==> config.mk <==
export PLATFORM = sky130hd
export DESIGN_NAME = his_peak_finder
export DESIGN_NICKNAME = d
export VERILOG_FILES = /design/src/rtl/his_peak_finder_pkg.sv /design/src/rtl/his_max_tracker.sv /design/src/rtl/his_peak_finder.sv
export SDC_FILE = /design/constraint.sdc
export NUM_CORES = 1
export LEC_CHECK = 0
export ABC_AREA = 1
export BUFFER_PORTS_ARGS = -buffer_cell sky130_fd_sc_hd__buf_4
export CORE_MARGIN = 2
export CORE_UTILIZATION = 61
export CTS_CLUSTER_DIAMETER = 80
export CTS_CLUSTER_SIZE = 10
export DETAILED_ROUTE_END_ITERATION = 12
export MAX_ROUTING_LAYER = met4
export PLACE_DENSITY_LB_ADDON = 0.3
export SYNTH_ARGS = -nofsm -noshare
export SYNTH_HDL_FRONTEND = slang
export SYNTH_SLANG_ARGS = --single-unit
export TNS_END_PERCENT = 30
==> constraint.sdc <==
create_clock -name clk -period 5.05 [get_ports clk]
set_input_delay 0.505 -clock clk [delete_from_list [all_inputs] [get_ports clk]]
set_output_delay 0.505 -clock clk [all_outputs]
set_load 0.03 [all_outputs]
==> src/rtl/his_peak_finder_pkg.sv <==
// rtl/his_peak_finder_pkg.sv - shared widths and stream status encodings for the histogram peak finder
package his_peak_finder_pkg;

    localparam int NP_DEF       = 8;
    localparam int PEAK_MAX_DEF = 8;
    localparam int NB_DEF       = 16;

    localparam logic [1:0] DF_IDLE = 2'b00;
    localparam logic [1:0] DF_CH   = 2'b01;
    localparam logic [1:0] DF_FH   = 2'b10;
    localparam logic [1:0] DF_END  = 2'b11;

endpackage

==> src/rtl/his_max_tracker.sv <==
// rtl/his_max_tracker.sv - running (count, addr) maximum with init and strict-greater update
module his_max_tracker #(
    parameter int NP       = 8,
    parameter int PEAK_MAX = 8
) (
    input  logic                clk,
    input  logic                res,
    input  logic                init,
    input  logic                en,
    input  logic [PEAK_MAX-1:0] in_cnt,
    input  logic [NP-1:0]       in_addr,
    output logic [PEAK_MAX-1:0] max_cnt,
    output logic [NP-1:0]       max_addr
);

    logic [PEAK_MAX-1:0] max_cnt_q, max_cnt_d;
    logic [NP-1:0]       max_addr_q, max_addr_d;

    // Strict compare keeps the earliest-arrived address on ties.
    always_comb begin
        max_cnt_d  = max_cnt_q;
        max_addr_d = max_addr_q;
        if (init || (en && (in_cnt > max_cnt_q))) begin
            max_cnt_d  = in_cnt;
            max_addr_d = in_addr;
        end
    end

    always_ff @(posedge clk or posedge res) begin
        if (res) begin
            max_cnt_q  <= '0;
            max_addr_q <= '0;
        end else begin
            max_cnt_q  <= max_cnt_d;
            max_addr_q <= max_addr_d;
        end
    end

    assign max_cnt  = max_cnt_q;
    assign max_addr = max_addr_q;

endmodule

==> src/rtl/his_peak_finder.sv <==
// rtl/his_peak_finder.sv - scans streamed coarse/fine histogram bins and publishes the peak bin
module his_peak_finder
    import his_peak_finder_pkg::*;
#(
    parameter int NP       = NP_DEF,
    parameter int PEAK_MAX = PEAK_MAX_DEF,
    parameter int NB       = NB_DEF
) (
    input  logic                clk,
    input  logic                res,
    input  logic [PEAK_MAX-1:0] binCounts,
    input  logic [NP-1:0]       addr,
    input  logic [1:0]          dataFinish,
    output logic [NP-1:0]       peakCH,
    output logic [NP-1:0]       peakFH,
    output logic [PEAK_MAX-1:0] peakCount,
    output logic                chValid,
    output logic                fhValid,
    output logic                err
);

    localparam int BCW = NP + 1;

    typedef enum logic [1:0] {IDLE, SCAN_CH, SCAN_FH} state_t;

    state_t              state_q, state_d, bin_state;
    logic [BCW-1:0]      bin_cnt_q, bin_cnt_d;
    logic [NP-1:0]       peak_ch_q, peak_ch_d, peak_fh_q, peak_fh_d;
    logic [PEAK_MAX-1:0] peak_count_q, peak_count_d;
    logic                ch_valid_q, ch_valid_d, fh_valid_q, fh_valid_d;
    logic                err_q, err_d;
    logic                trk_init, trk_en, fresh, bad_addr;
    logic [PEAK_MAX-1:0] run_cnt;
    logic [NP-1:0]       run_addr;

    his_max_tracker #(.NP(NP), .PEAK_MAX(PEAK_MAX)) u_tracker (
        .clk      (clk),
        .res      (res),
        .init     (trk_init),
        .en       (trk_en),
        .in_cnt   (binCounts),
        .in_addr  (addr),
        .max_cnt  (run_cnt),
        .max_addr (run_addr)
    );

    always_comb begin
        state_d      = state_q;
        bin_cnt_d    = bin_cnt_q;
        peak_ch_d    = peak_ch_q;
        peak_fh_d    = peak_fh_q;
        peak_count_d = peak_count_q;
        ch_valid_d   = 1'b0;
        fh_valid_d   = 1'b0;
        err_d        = err_q;
        trk_init     = 1'b0;
        trk_en       = 1'b0;
        bin_state    = (dataFinish == DF_CH) ? SCAN_CH : SCAN_FH;
        fresh        = (state_q != bin_state);
        bad_addr     = (addr == '0) || ((dataFinish == DF_CH) && (32'(addr) > NB));

        case (dataFinish)
            DF_CH, DF_FH: begin
                state_d = bin_state;
                // A type switch mid-scan drops the old scan and restarts on this bin.
                if (fresh) begin
                    bin_cnt_d = '0;
                    if (state_q != IDLE) err_d = 1'b1;
                end
                if (bad_addr) begin
                    err_d = 1'b1;
                end else if (fresh || (bin_cnt_q == '0)) begin
                    trk_init  = 1'b1;
                    bin_cnt_d = BCW'(1);
                end else begin
                    trk_en = 1'b1;
                    if (bin_cnt_q != '1) bin_cnt_d = bin_cnt_q + BCW'(1);
                end
            end
            DF_END: begin
                state_d = IDLE;
                // No accepted bins means there is no peak to publish.
                if ((state_q == IDLE) || (bin_cnt_q == '0)) begin
                    err_d = 1'b1;
                end else if (state_q == SCAN_CH) begin
                    peak_ch_d    = run_addr;
                    peak_count_d = run_cnt;
                    ch_valid_d   = 1'b1;
                end else begin
                    peak_fh_d    = run_addr;
                    peak_count_d = run_cnt;
                    fh_valid_d   = 1'b1;
                end
            end
            default: ;
        endcase
    end

    always_ff @(posedge clk or posedge res) begin
        if (res) begin
            state_q      <= IDLE;
            bin_cnt_q    <= '0;
            peak_ch_q    <= '0;
            peak_fh_q    <= '0;
            peak_count_q <= '0;
            ch_valid_q   <= 1'b0;
            fh_valid_q   <= 1'b0;
            err_q        <= 1'b0;
        end else begin
            state_q      <= state_d;
            bin_cnt_q    <= bin_cnt_d;
            peak_ch_q    <= peak_ch_d;
            peak_fh_q    <= peak_fh_d;
            peak_count_q <= peak_count_d;
            ch_valid_q   <= ch_valid_d;
            fh_valid_q   <= fh_valid_d;
            err_q        <= err_d;
        end
    end

    assign peakCH    = peak_ch_q;
    assign peakFH    = peak_fh_q;
    assign peakCount = peak_count_q;
    assign chValid   = ch_valid_q;
    assign fhValid   = fh_valid_q;
    assign err       = err_q;

endmodule

==> out/qor.txt <==
====================================================================================
Internal power of the cells ...........................................       874 uW
Setup TNS Final .......................................................         0 ps
H-tree lvl count ......................................................            2
Number of stages on the worst hold path ...............................            3
Reg-to-reg endpoint ................................................... bin_cnt_q[6]$_DFFE_PP0N_
Sw frac ...............................................................        42.0%
Yosys warns ...........................................................            0
Footprint of the multi-input gates ....................................   1410 sq um
Number of gates resized after cts .....................................            0
Simple-gate portion of the synthesized area ...........................        33.5%
Number of buffers inserted for hold repair after clock tree synthesis .            0
Number of placed cells counting well taps .............................          493
Number of register bits inferred by synthesis .........................           54
Setup slack of the worst register-to-register path ....................      2890 ps
Final instance count without filler cells .............................          500
Syn avg cell area .....................................................   7.36 sq um
Setup repair after global routing missed its margin ...................           no
Source-to-sink clock delay at the later pin of the worst-skew pair ....       310 ps
Area occupied by registers ............................................   1350 sq um
Post-place instance area ..............................................   3330 sq um
Hold Path Origin ......................................................      addr[0]
Post-detailed-route DRC marker count ..................................            0
Static Leakage ........................................................      1.91 nW
Critical Path Source Type .............................................     register
Worst voltage drop across the vdd grid ................................       282 uV
Port buffer count .....................................................           46
Portion of total power attributed to the clock network ................        15.7%
Number of antenna-violating nets in the routed design .................            0
Power density over the cells ..........................................  442 nW/um^2
Leading cell type in the layout, fill and taps excluded ............... sky130_fd_sc_hd__nand2_1
Chip Height ........................................................... 73.7 microns
CTS root buffer ....................................................... sky130_fd_sc_hd__clkbuf_8
Part of the power in combinational logic ..............................        40.5%
Net count, final ......................................................          480
Via density per instance ..............................................         5.27
Post-synthesis share of cell area spent on xor and xnor gates .........       0.295%
Netlist area before placement .........................................   2960 sq um
Total setup buffers inserted after CTS ................................            0
Sequential element share of the synthesized area ......................        45.6%
Final clock period utilization by the worst path ......................        42.8%
Area of the die .......................................................   5430 sq um
Number of DRC markers after the initial detailed-route iteration ......          208
Residual overflow from global routing .................................            0
Final period demand of the worst path .................................      2160 ps
CTS buffer count ......................................................            5
Pin count of the biggest net entering global routing ..................           55
Count of filler cells inserted in the layout ..........................          408
CTS tree ..............................................................         done
Normalized max-slew margin ............................................        27.5%
Worst Hold Path EP .................................................... u_tracker.max_addr[0]$_DFFE_PP0P_
Dominant combinational cell family by area after synthesis ............ simple AND/OR/NAND/NOR gates
Horizontal die dimension .............................................. 73.7 microns
Final instance area ...................................................   3410 sq um
Number of global-route vias before repair .............................         2410
Finish-stage setup viols ..............................................            0
Worst min-delay path category .........................................       in2reg
Data arrival time at the worst-slack endpoint .........................      2370 ps
Boundary Pins .........................................................           47
Global-route total usage across every layer ...........................        26.6%
Average wire per cell in the routed design ............................ 12.8 microns
Clk pin slew, worst setup/hold paths ..................................       100 ps
Share of synthesized area spent on multiplexers .......................           0%
Worst Max-Slew Pin Slew ...............................................      1090 ps
Final hold viol count .................................................            0
Crit path kind ........................................................      reg2reg
Most used cells in the layout excluding fill and tap cells ............ sky130_fd_sc_hd__nand2_1, sky130_fd_sc_hd__dfrtp_1, sky130_fd_sc_hd__nor2_1, sky130_fd_sc_hd__buf_4, sky130_fd_sc_hd__inv_1
Vias post-DR ..........................................................         2633
Critical Path RT ......................................................      5260 ps
Clock sinks ...........................................................           54
Wire length of the first global-routing pass .......................... 10800 microns
Starting density of the core ..........................................        63.2%
Part of the total power dissipated in sequential elements .............        43.8%
Count of final max-slew check failures ................................            0
Maximum achievable frequency ..........................................      463 MHz
Number of antenna violations at the first check in global routing .....            0
Outcome ............................................................... finished clean
Wire length after detailed routing .................................... 6410 microns
Maximum fanout along the worst path ...................................           10
Count of mapped cells out of synthesis ................................          403
Complex-gate fraction of the synthesized area .........................        7.77%
Fraction of layout cells with a size suffix above 1 ...................        15.5%
Crit path capture type ................................................     register
Startpoint of the most critical register-to-register path ............. bin_cnt_q[4]$_DFFE_PP0N_
Post-synthesis net count ..............................................          437
Post-Synth Adder-Cell Area ............................................        5.91%
Maxcap violations .....................................................            0
Last weighted congestion value of the routability-driven placer .......        0.908
Ant. Diodes ...........................................................            0
Number of distinct library cells after synthesis ......................           26
Core Region ...........................................................   4690 sq um
Bufs on Longest Clock Path ............................................            2
R2R depth .............................................................           12
# rows ................................................................           25
Detailed placer's ending HPWL ......................................... 4670 microns
Synthesis-to-layout area growth .......................................        15.1%
Detailed Routing Iterations Pass 1 ....................................            5
Net switching component of the power ..................................       632 uW
Fin Clk Skew ..........................................................      8.16 ps
====================================================================================
[power by group through the flow]
stage          registers (mW)  logic, mW  clock network [mW]
2_1_floorplan           0.783      0.279                   0
3_3_place_gp            0.662      0.592                   0
3_5_place_dp            0.668      0.610                   0
4_1_cts                 0.659      0.614               0.241
5_1_grt                 0.678      0.677               0.257
6_report                0.661      0.610               0.236
[through the flow]
step / hold slack [ps] / util [%] / setup slack [ps] / power, mW
floorplan: 442 / - / 3100 / 1.06
global placement: 454 / 70.9 / 2780 / 1.25
detailed placement: 459 / 70.9 / 2750 / 1.28
CTS: 425 / 72.7 / 2900 / 1.51
global route: 437 / 72.7 / 2630 / 1.61
finish: 434 / 72.7 / 2890 / 1.51
[worst max-delay path, stage by stage (launching register included)]
cell and delay [ps]:
sky130_fd_sc_hd__dfrtp_1 480, sky130_fd_sc_hd__nand2_1 110, sky130_fd_sc_hd__nor2_1 210, sky130_fd_sc_hd__nand2_1 100
sky130_fd_sc_hd__nor2_1 100, sky130_fd_sc_hd__ha_1 310, sky130_fd_sc_hd__clkinv_1 290, sky130_fd_sc_hd__nand2_1 140
sky130_fd_sc_hd__nor2_1 50, sky130_fd_sc_hd__nor2_1 80, sky130_fd_sc_hd__nor2_1 50, sky130_fd_sc_hd__nor2_1 100
sky130_fd_sc_hd__nor2_1 50
[layout make-up]
type                            count  share of cell area (%)
Clock buffer                        5                    2.02
Clock inverter                      2                   0.440
Inverter                           41                    4.55
Multi-Input combinational cell    298                    41.3
Sequential cell                    54                    39.6
Tap cell                           54                    1.98
Timing Repair Buffer               46                    10.1
[cells in the mapped netlist]
cell | count | area share, %
sky130_fd_sc_hd__nand2_1 | 151 | 19
sky130_fd_sc_hd__dfrtp_1 | 54 | 46
sky130_fd_sc_hd__nor2_1 | 46 | 5.8
sky130_fd_sc_hd__inv_1 | 37 | 4.7
sky130_fd_sc_hd__o21ai_0 | 33 | 5.6
sky130_fd_sc_hd__nand3_1 | 28 | 4.7
sky130_fd_sc_hd__ha_1 | 14 | 5.9
sky130_fd_sc_hd__a21oi_1 | 6 | 1.0
sky130_fd_sc_hd__clkbuf_1 | 5 | 0.63
sky130_fd_sc_hd__buf_2 | 4 | 0.68
sky130_fd_sc_hd__nand3_2 | 3 | 1.0
sky130_fd_sc_hd__nor2_2 | 3 | 0.63
sky130_fd_sc_hd__inv_2 | 2 | 0.25
sky130_fd_sc_hd__nand2_2 | 2 | 0.42
sky130_fd_sc_hd__nand2_4 | 2 | 0.76
sky130_fd_sc_hd__nand4_1 | 2 | 0.42
sky130_fd_sc_hd__o21bai_1 | 2 | 0.51
sky130_fd_sc_hd__a21o_1 | 1 | 0.25
sky130_fd_sc_hd__buf_6 | 1 | 0.38
sky130_fd_sc_hd__clkinv_1 | 1 | 0.13
sky130_fd_sc_hd__clkinv_2 | 1 | 0.17
sky130_fd_sc_hd__nor2_4 | 1 | 0.38
sky130_fd_sc_hd__o21ai_1 | 1 | 0.17
sky130_fd_sc_hd__o31ai_1 | 1 | 0.25
sky130_fd_sc_hd__or2_2 | 1 | 0.21
sky130_fd_sc_hd__xor2_1 | 1 | 0.30
[sequential cells by signal, indices dropped and copies added (netlist names), 2 cells and up]
register            flops
bin_cnt_q               9
state_q                 2
peakCount               8
u_tracker.max_cnt       8
u_tracker.max_addr      8
peakCH                  8
peakFH                  8
[how the worst max path moves through the flow]
stage	startpoint	endpoint	slack, ps	cells past startpoint
final	bin_cnt_q[4]$_DFFE_PP0N_	bin_cnt_q[6]$_DFFE_PP0N_	2890	12
after global routing	bin_cnt_q[1]$_DFFE_PP0N_	bin_cnt_q[6]$_DFFE_PP0N_	2630	13
after CTS	bin_cnt_q[4]$_DFFE_PP0N_	bin_cnt_q[0]$_DFFE_PP0N_	2900	9
after detailed placement	dataFinish[1]	u_tracker.max_cnt[6]$_DFFE_PP0P_	2750	8
after global placement	dataFinish[1]	u_tracker.max_addr[1]$_DFFE_PP0P_	2780	8
after floorplan	bin_cnt_q[1]$_DFFE_PP0N_	bin_cnt_q[6]$_DFFE_PP0N_	3100	14
[logic make-up after synthesis]
kind of cell	Yosys count
and+or+nand+nor	239
DFF	54
buffers and inverters	51
AOI/OAI and AO/OA	44
adders and majority gates	14
xor gates and xnor gates	1
[metal layers]
layer  up-vias  wire length (microns)  track usage [%]
li1       1345                      -                -
met1      1215                   2950             35.1
met2        63                   3110             42.4
met3        10                    261             4.66
met4         0                     92             7.47
met5         -                      0                -
Note: power is estimated with default switching activity, not from simulation.
